**src/rtl/dram16x4_wr_sched.sv**
```systemverilog
// Purpose: two-requester round-robin write scheduler for a 16x4 RAM, with optional post-reset clear sweep.
// Latency: an accepted request appears on WAD/WD with WRE=1 one clock later; clearing takes 16 clocks.
// Backpressure: A_READY/B_READY are combinational; losers hold their request, nothing is buffered.
module dram16x4_wr_sched #(
    parameter logic       INIT_EN  = 1'b1,
    parameter logic [3:0] INIT_VAL = 4'h0
) (
    input  logic       CLK,
    input  logic       RSTN,
    input  logic       A_VALID,
    input  logic [3:0] A_ADDR,
    input  logic [3:0] A_DATA,
    output logic       A_READY,
    input  logic       B_VALID,
    input  logic [3:0] B_ADDR,
    input  logic [3:0] B_DATA,
    output logic       B_READY,
    output logic [3:0] WAD,
    output logic [3:0] WD,
    output logic       WRE,
    output logic       BUSY,
    output logic       LAST_B
);

    typedef enum logic {
        CLEAR = 1'b0,
        RUN   = 1'b1
    } state_t;

    state_t     state;
    state_t     state_nxt;
    logic [3:0] cnt;
    logic [3:0] cnt_nxt;
    logic [3:0] wad_nxt;
    logic [3:0] wd_nxt;
    logic       wre_nxt;
    logic       last_b_nxt;
    logic       grant_a;
    logic       grant_b;

    // Round-robin arbitration: on a tie the requester that did not win last time goes first.
    // RSTN gating keeps both READYs low while reset is held, even when INIT_EN=0 parks us in RUN.
    always_comb begin
        grant_a = 1'b0;
        grant_b = 1'b0;
        if (RSTN && (state == RUN)) begin
            if (A_VALID && (!B_VALID || LAST_B)) begin
                grant_a = 1'b1;
            end else if (B_VALID) begin
                grant_b = 1'b1;
            end
        end
    end

    assign A_READY = grant_a;
    assign B_READY = grant_b;
    assign BUSY    = (state == CLEAR);

    // Next-state and next-output logic for the clear sweep and the write path.
    always_comb begin
        state_nxt  = state;
        cnt_nxt    = cnt;
        wad_nxt    = WAD;
        wd_nxt     = WD;
        wre_nxt    = 1'b0;
        last_b_nxt = LAST_B;
        case (state)
            CLEAR: begin
                wre_nxt = 1'b1;
                wad_nxt = cnt;
                wd_nxt  = INIT_VAL;
                // cnt parks at 15 on the final sweep write instead of wrapping.
                if (cnt == 4'hF) begin
                    state_nxt = RUN;
                end else begin
                    cnt_nxt = cnt + 4'h1;
                end
            end
            RUN: begin
                if (grant_a) begin
                    wre_nxt    = 1'b1;
                    wad_nxt    = A_ADDR;
                    wd_nxt     = A_DATA;
                    last_b_nxt = 1'b0;
                end else if (grant_b) begin
                    wre_nxt    = 1'b1;
                    wad_nxt    = B_ADDR;
                    wd_nxt     = B_DATA;
                    last_b_nxt = 1'b1;
                end
            end
        endcase
    end

    // State and output registers; reset drops any pending write and re-arms the sweep at address 0.
    always_ff @(posedge CLK or negedge RSTN) begin
        if (!RSTN) begin
            state  <= INIT_EN ? CLEAR : RUN;
            cnt    <= 4'h0;
            WAD    <= 4'h0;
            WD     <= 4'h0;
            WRE    <= 1'b0;
            LAST_B <= 1'b1;
        end else begin
            state  <= state_nxt;
            cnt    <= cnt_nxt;
            WAD    <= wad_nxt;
            WD     <= wd_nxt;
            WRE    <= wre_nxt;
            LAST_B <= last_b_nxt;
        end
    end

endmodule

```
**config.mk**
```make
export PLATFORM = sky130hd
export DESIGN_NAME = dram16x4_wr_sched
export DESIGN_NICKNAME = d
export VERILOG_FILES = /design/src/rtl/dram16x4_wr_sched.sv
export SDC_FILE = /design/constraint.sdc
export NUM_CORES = 1
export LEC_CHECK = 0
export CAP_MARGIN = 25
export CORE_AREA = 4 4 41 43
export CTS_BUF_LIST = sky130_fd_sc_hd__clkbuf_8
export DETAILED_ROUTE_END_ITERATION = 8
export DIE_AREA = 0 0 45 47
export DONT_BUFFER_PORTS = 1
export PLACE_DENSITY = 0.69
export SYNTH_ARGS = -nofsm -noshare
export SYNTH_HDL_FRONTEND = slang
export SYNTH_SLANG_ARGS = --single-unit
```
**constraint.sdc**
```tcl
create_clock -name CLK -period 3.55 [get_ports CLK]
set_input_delay 0.1775 -clock CLK [delete_from_list [all_inputs] [get_ports CLK]]
set_output_delay 0.1775 -clock CLK [all_outputs]
set_load 0.02 [all_outputs]
```
==> key figures, run 1 <==
Timing
  • Final number of max-transition violations: 0
  • Maximum clock frequency: 613 MHz
  • Final setup vio count: 0
  • Setup tns final: 0 ns
  • Setup repair after global routing missed its margin: false
  • Post-route worst hold slack: 0.0720 ns
  • Final hold viol count: 0
  • Time the worst path needs with I/O delays and setup: 1.63 ns
  • Headroom to the max-slew limit: 0.571
  • Setup clock skew after layout: 0.00470 ns
  • Final Cycle Share: 0.459
  • Transition time of the tightest slew-check pin: 0.641 ns

Routing
  • Drt drc: 0
  • Post-DRT Antenna Nets: 0
  • Routed wirelength normalized by instance count: 18.6 um
  • Vias post-DR: 551
  • First-pass DRT Iterations: 4
  • DRT Wirelength: 1.60 mm
  • Via-per-instance ratio: 6.41
  • Initial detailed-routing violation count: 20

Synth
  • Share of synthesized flip-flops with an asynchronous set or reset: 1.00
  • Post-synthesis cell type with the largest combined area: sky130_fd_sc_hd__dfrtp_1
  • Leading cell type by number of instances after synthesis: sky130_fd_sc_hd__dfrtp_1
  • Cell types occupying the most area after synthesis: sky130_fd_sc_hd__dfrtp_1 49%, sky130_fd_sc_hd__a221o_1 9.8%, sky130_fd_sc_hd__nand2_1 4.2%, sky130_fd_sc_hd__dfstp_2 3.7%, sky130_fd_sc_hd__o2bb2ai_1 3.7%
  • Top cell type's share of synthesized area: 0.492
  • Share of synthesized area occupied by flip-flops and latches: 0.529
  • Yosys warns: 0
  • Leading register cell type out of synthesis: sky130_fd_sc_hd__dfrtp_1
  • Syn Inst Count: 67
  • Avg Synthesized Cell Area: 10.6 um^2
  • Post-synthesis instance area: 712 um^2
  • Number of different library cells in the post-synthesis netlist: 27
  • Commonest cells in the netlist: 14 x sky130_fd_sc_hd__dfrtp_1, 8 x sky130_fd_sc_hd__nand2_1, 7 x sky130_fd_sc_hd__a221o_1
  • Post-Syn Nets: 88
  • Number of flops mapped to enable cells by yosys: 0
  • Number of register bits inferred by synthesis: 15

Worst setup path
  • Category of cells accounting for the largest share of critical-path delay: flip-flops
  • Critical path's largest stage delay: 0.55 ns
  • Category of the most critical setup path: flip-flop to output port
  • Critical Path AT: 1.45 ns
  • Data required, critical path: 3.37 ns
  • Setup crit end kind: output port
  • Startpoint of the worst-slack reg-to-reg timing path: state$_DFF_PN0_
  • Master of the slowest instance on the critical path: sky130_fd_sc_hd__dfrtp_1
  • FF-to-FF End: WAD[1]$_DFFE_PN0P_
  • Worst-case register-to-register setup slack: 2.03 ns
  • Biggest fanout along the worst timing path: 12
  • Number of buffers and inverters on the critical path: 0
  • Element type at the critical path start: flip-flop
  • Count of cells along the worst register-to-register path: 3
  • Cells along the critical path: nand3_1, a21oi_2

Floorplan
  • Top-level I/O count: 33
  • Area enclosed by the die boundary: 2120 um^2
  • Number of rows in the core area: 13
  • Initial Util: 0.547
  • Die Y: 47 um
  • Width of the die: 45 um
  • Core area: 1300 um^2

CTS
  • CTS root buf: sky130_fd_sc_hd__clkbuf_8
  • H-tree depth reported by CTS: 1
  • CTS tree: built
  • Number of buffers created by CTS: 3
  • Buffer depth of the longest clock path: 2
  • CTS clk-pin slew, worst paths: 0.06 ns
  • Post-CTS Resized: 0
  • Sink Count: 15
  • Clk_lat worst skew: 0.25 ns

Global route
  • Number of global-route vias before repair: 530
  • Global Route Usage Sum: 0.165
  • Maximum number of pins on one net before global-route repair: 16
  • Initial antenna violation count: 0
  • Global-route wire length before repair: 2.48 mm
  • Remaining global-route overflow: 0

Pwr
  • Overall power of the completed layout: 0.000410 W
  • Leakage power summed over all cells: 0.343 nW
  • Worst supply voltage drop on vdd: 0.370 mV
  • Power density over the cells: 524 nW/um^2

Final layout
  • Final-stage net count: 93
  • Post-route core utilization: 0.601
  • Final standard cell count with taps included and fillers excluded: 86
  • Layout overhead on the synthesized area: 9.84%
  • ANT cells: 0
  • Share of post-route cells with drive strength above 1: 0.127
  • Count of filler cells inserted in the layout: 127

Hold path
  • Type of the worst min-delay path: input pin to flip-flop
  • Hold path endpoint: WAD[3]$_DFFE_PN0P_
  • Hold Crit Start: B_ADDR[3]
  • Worst hold path cell count: 1

Placed design
  • DP Wirelength: 1.19 mm
  • Total placed cells including tap cells: 81
  • # port buffers: 0
  • Final Wtd Congestion: 0.723

Outcome
  • Result of the run: finished, final reports clean

Job
  • Max-cap violation count: 0
[timing repair]
item | 4_1_cts | 5_1_grt
endpoints found under the hold margin | 15 | 0
setup buffers | 0 | 0
endpoints found under the setup margin | 0 | 0
hold buffers | 1 | 0
[kinds of logic after synthesis]
kind of cell / share of synthesized area
AOI/OAI and AO/OA: 0.236
and+or+nand+nor: 0.167
buffers and inverters: 0.0387
adders and majority gates: 0.0176
DFF: 0.529
xor gates and xnor gates: 0.0123
[layout make-up]
cell class / instances / area (um^2) / area share
clock buffers: 3 / 41.3 / 0.0528
flip-flops and latches: 15 / 377 / 0.482
inverters: 6 / 22.5 / 0.0288
well taps: 15 / 18.8 / 0.0240
clock inverters: 1 / 5.00 / 0.00640
multi-input cells: 45 / 308 / 0.394
repair buffers: 1 / 10.0 / 0.0128
[per-stage QoR]
stage	setup slack (ns)	instance area, um^2
after floorplan	2.26	712
after global placement	2.09	726
after detailed placement	2.06	726
after CTS	1.94	782
after global routing	1.85	782
final	1.92	782
[per-layer routing]
| layer | part of all wire | vias up | track usage |
|---|---|---|---|
| met5 | 0 | - | 0 |
| met4 | 0.019 | 0 | 0.0643 |
| met3 | 0.17 | 4 | 0.119 |
| met2 | 0.45 | 34 | 0.249 |
| met1 | 0.36 | 254 | 0.181 |
| li1 | - | 259 | - |
[registers in the layout, summed over array words and instances (netlist names)]
register / cells
cnt: 4
LAST_B: 1
WD: 4
state: 1
WRE: 1
WAD: 4
[power by group]
group          leakage [nW]  internal, W  switching [W]
Combinational         0.153    0.0000216      0.0000232
Sequential            0.164     0.000191      0.0000385
Clock                0.0255    0.0000777      0.0000578
[worst max-delay path by stage]
stage	from	endpoint	slack, ns	cells past startpoint
after floorplan	LAST_B$_DFFE_PN1P_	WAD[0]$_DFFE_PN0P_	2.26	3
after global placement	state$_DFF_PN0_	WAD[1]$_DFFE_PN0P_	2.09	3
after detailed placement	state$_DFF_PN0_	WAD[1]$_DFFE_PN0P_	2.06	3
after CTS	state$_DFF_PN0_	B_READY	1.94	2
after global routing	state$_DFF_PN0_	A_READY	1.85	2
final	state$_DFF_PN0_	B_READY	1.92	2
[layout by cell type (no fill, tap or decap), drive strengths merged]
cell,instances
clkinv,1
nand4b,1
o21ai,3
clkbuf,3
a21oi,3
xor2,1
a221o,7
inv,6
dfrtp,14
dlygate4sd3,1
o21a,1
nor2b,2
ha,1
a31oi,2
nand2,8
nand3,3
and3,3
nor2,2
or2,1
dfstp,1
a311oi,1
o32ai,1
nor3,2
o2bb2ai,3
No activity file was read; power rests on OpenSTA's default activity.
==> inputs of run 2 (changes only) <==
==> constraint.sdc (replaced) <==
create_clock -name CLK -period 1.6 [get_ports CLK]
set_input_delay 0.08 -clock CLK [delete_from_list [all_inputs] [get_ports CLK]]
set_output_delay 0.08 -clock CLK [all_outputs]
set_load 0.02 [all_outputs]
==> run 2 against run 1 <==
Compared with the run above:
- sequential cell count unchanged
- final area grew 20%
- register-to-register slack got worse by 1.7 ns
- sequential share of layout area down 8.0 points
- global-route usage up 2.6 points
- combinational power grew to 3.0 times the previous value
- sequential power is 120% higher
- core utilization increased by 12 points
- critical path depth rose by 1
- hold slack got worse by 0.049 ns
- die area unchanged
- critical path type unchanged
==> key figures, run 2 (synthesis gave the netlist of run 1 again) <==
Global route
  • Global Route Usage Sum: 0.191 (+0.0262)
  • Global-route wire length before repair: 2.70 mm (+9.2%)
  • Remaining global-route overflow: 0 (unchanged)
  • Maximum number of pins on one net before global-route repair: 16 (unchanged)
  • Initial antenna violation count: 0 (unchanged)
  • Number of global-route vias before repair: 582 (+9.8%)

Worst setup path
  • Worst-case register-to-register setup slack: 0.28 ns (-1.75 ns)
  • Critical Path AT: 1.39 ns (-0.06 ns)
  • Critical path's largest stage delay: 0.66 ns (+0.11 ns)
  • Category of the most critical setup path: flip-flop to output port
  • Cells along the critical path: nor2b_4, nor2_4, buf_4
  • Startpoint of the worst-slack reg-to-reg timing path: LAST_B$_DFFE_PN1P_
  • Biggest fanout along the worst timing path: 7 (-5)
  • Count of cells along the worst register-to-register path: 3 (unchanged)
  • Crit path launch: LAST_B$_DFFE_PN1P_
  • Master of the slowest instance on the critical path: sky130_fd_sc_hd__dfstp_2
  • Element type at the critical path start: flip-flop
  • Setup crit end kind: output port
  • Data required, critical path: 1.52 ns (-1.85 ns)

Final layout
  • Leading cell types in the layout, fill and taps excluded: 14 x sky130_fd_sc_hd__dlygate4sd3_1, 13 x sky130_fd_sc_hd__dfrtp_1, 8 x sky130_fd_sc_hd__nand2_1, 7 x sky130_fd_sc_hd__a221o_1, 5 x sky130_fd_sc_hd__inv_1
  • ANT cells: 0 (unchanged)
  • Share of post-route cells with drive strength above 1: 0.140 (+0.0128)
  • Commonest non-fill, non-tap cell in the layout: sky130_fd_sc_hd__dlygate4sd3_1
  • Top Registers: WAD x4, WD x4, cnt x4
  • Count of filler cells inserted in the layout: 101 (-20%)
  • Final-stage net count: 108 (+16%)
  • Final standard cell count with taps included and fillers excluded: 101 (+17%)
  • Layout overhead on the synthesized area: 32.2%

CTS
  • Post-CTS repair timing setup buffer count: 0 (unchanged)
  • CTS tree: built
  • CTS clk-pin slew, worst paths: 0.06 ns (about the same)
  • Number of buffers created by CTS: 3 (unchanged)
  • Buffer depth of the longest clock path: 2 (unchanged)
  • Sink Count: 15 (unchanged)
  • Clk_lat worst skew: 0.25 ns (about the same)
  • CTS root buf: sky130_fd_sc_hd__clkbuf_8
  • H-tree depth reported by CTS: 1 (unchanged)

Pwr
  • Overall power of the completed layout: 0.000955 W (+130%)
  • P_sw: 0.000284 W (+140%)
  • Register share of total power: 0.533 (-0.027)
  • Leakage power summed over all cells: 0.409 nW (+19%)
  • Logic gate share of total power: 0.143 (+0.033)
  • Switching part of the total: 0.297 (+0.00521)
  • Int Pwr: 0.000671 W (+130%)
  • Power density over the cells: 1010 nW/um^2 (+94%)
  • Share of power burned in the clock network: 0.324 (-0.007)
  • Worst supply voltage drop on vdd: 0.736 mV (+99%)

Routing
  • First-pass DRT Iterations: 4 (unchanged)
  • Vias post-DR: 607 (+10%)
  • Post-DRT Antenna Nets: 0 (unchanged)
  • Initial detailed-routing violation count: 10 (-50%)
  • Routed wirelength normalized by instance count: 17.1 um (-8.0%)
  • Via-per-instance ratio: 6.01 (-6.2%)
  • DRT Wirelength: 1.73 mm (+8.1%)
  • Drt drc: 0 (unchanged)

Floorplan
  • Die Y: 47 um (unchanged)
  • Core area: 1300 um^2 (unchanged)
  • Initial Util: 0.547 (unchanged)
  • Width of the die: 45 um (unchanged)
  • Area enclosed by the die boundary: 2120 um^2 (unchanged)
  • Number of rows in the core area: 13 (unchanged)
  • Top-level I/O count: 33 (unchanged)

Placed design
  • Setup slack at placement: 0.240 ns (-1.82 ns)
  • DP Wirelength: 1.21 mm (+1.7%)
  • Final Wtd Congestion: 0.731 (+1.2%)
  • Total placed cells including tap cells: 83 (+2.5%)
  • # port buffers: 0 (unchanged)

Timing
  • Final Cycle Share: 0.918
  • Final number of max-transition violations: 0 (unchanged)
  • Time the worst path needs with I/O delays and setup: 1.47 ns
  • Setup tns final: 0 ns (unchanged)
  • Transition time of the tightest slew-check pin: 0.638 ns (-0.00273 ns)
  • Final hold viol count: 0 (unchanged)
  • Setup clock skew after layout: 0.00114 ns (-0.00357 ns)
  • Worst Slack Setup Final: 0.131 ns (-1.79 ns)
  • Headroom to the max-slew limit: 0.573 (+0.00183)
  • Final setup vio count: 0 (unchanged)
  • Maximum clock frequency: 681 MHz
  • Setup repair after global routing missed its margin: false

Job
  • Max-cap violation count: 0 (unchanged)

Outcome
  • Result of the run: finished, final reports clean

Hold path
  • Hold Crit Start: B_VALID
  • Worst hold path cell count: 2 (+1)
  • Type of the worst min-delay path: input pin to flip-flop
[run 2: critical path, delay by kind of cell, from the launching register on]
kind          cells  cell delay (ns)
buf+inv           1             0.18
flops             1             0.66
simple gates      2             0.29
[run 2: power by group through the flow]
stage / sequential (W) / clock [W] / combinational [W]
after CTS: 0.000511 / 0.000312 / 0.000133
after detailed placement: 0.000516 / 0 / 0.0000977
final: 0.000509 / 0.000309 / 0.000136
after global routing: 0.000515 / 0.000338 / 0.000154
after floorplan: 0.000504 / 0 / 0.0000785
after global placement: 0.000514 / 0 / 0.0000933
[run 2: layout make-up]
| cell class | count | area (um^2) | area share |
|---|---|---|---|
| sequential | 15 | 378 | 0.402 |
| multi-input combinational | 45 | 320 | 0.340 |
| timing repair buffer | 16 | 155 | 0.165 |
| clock buffer | 3 | 41.3 | 0.0439 |
| inverter | 6 | 22.5 | 0.0239 |
| tap | 15 | 18.8 | 0.0199 |
| clock inverter | 1 | 5.00 | 0.00532 |
[run 2: what timing repair did]
action | CTS | global route
hold buffers | 13 | 1
pin swaps | 0 | 0
gates resized for setup | 1 | 2
setup endpoints to repair | 1 | 2
endpoints found under the hold margin | 21 | 1
[run 2: final timing paths]
| check | to |
|---|---|
| min in group asynchronous | WD[1]$_DFFE_PN0P_ |
| setup reg to reg | WD[3]$_DFFE_PN0P_ |
| max in group asynchronous | state$_DFF_PN0_ |
| hold reg to reg | cnt[0]$_DFFE_PN0P_ |
| hold / removal | WD[3]$_DFFE_PN0P_ |
| setup / recovery | A_READY |
[run 2: stage by stage]
stage	utilization	area, um^2	hold slack [ns]
3_5_place_dp	0.569	741	-0.215
4_1_cts	0.711	925	0.00667
6_report	0.723	941	0.0227
3_3_place_gp	0.569	741	-0.215
2_1_floorplan	-	712	-0.216
5_1_grt	0.723	941	0.0348
[run 2: per-layer routing]
metal  share of wire  track usage
met4           0.022        0.123
met5               0            0
met3           0.094       0.0728
met2            0.48        0.299
met1            0.40        0.221
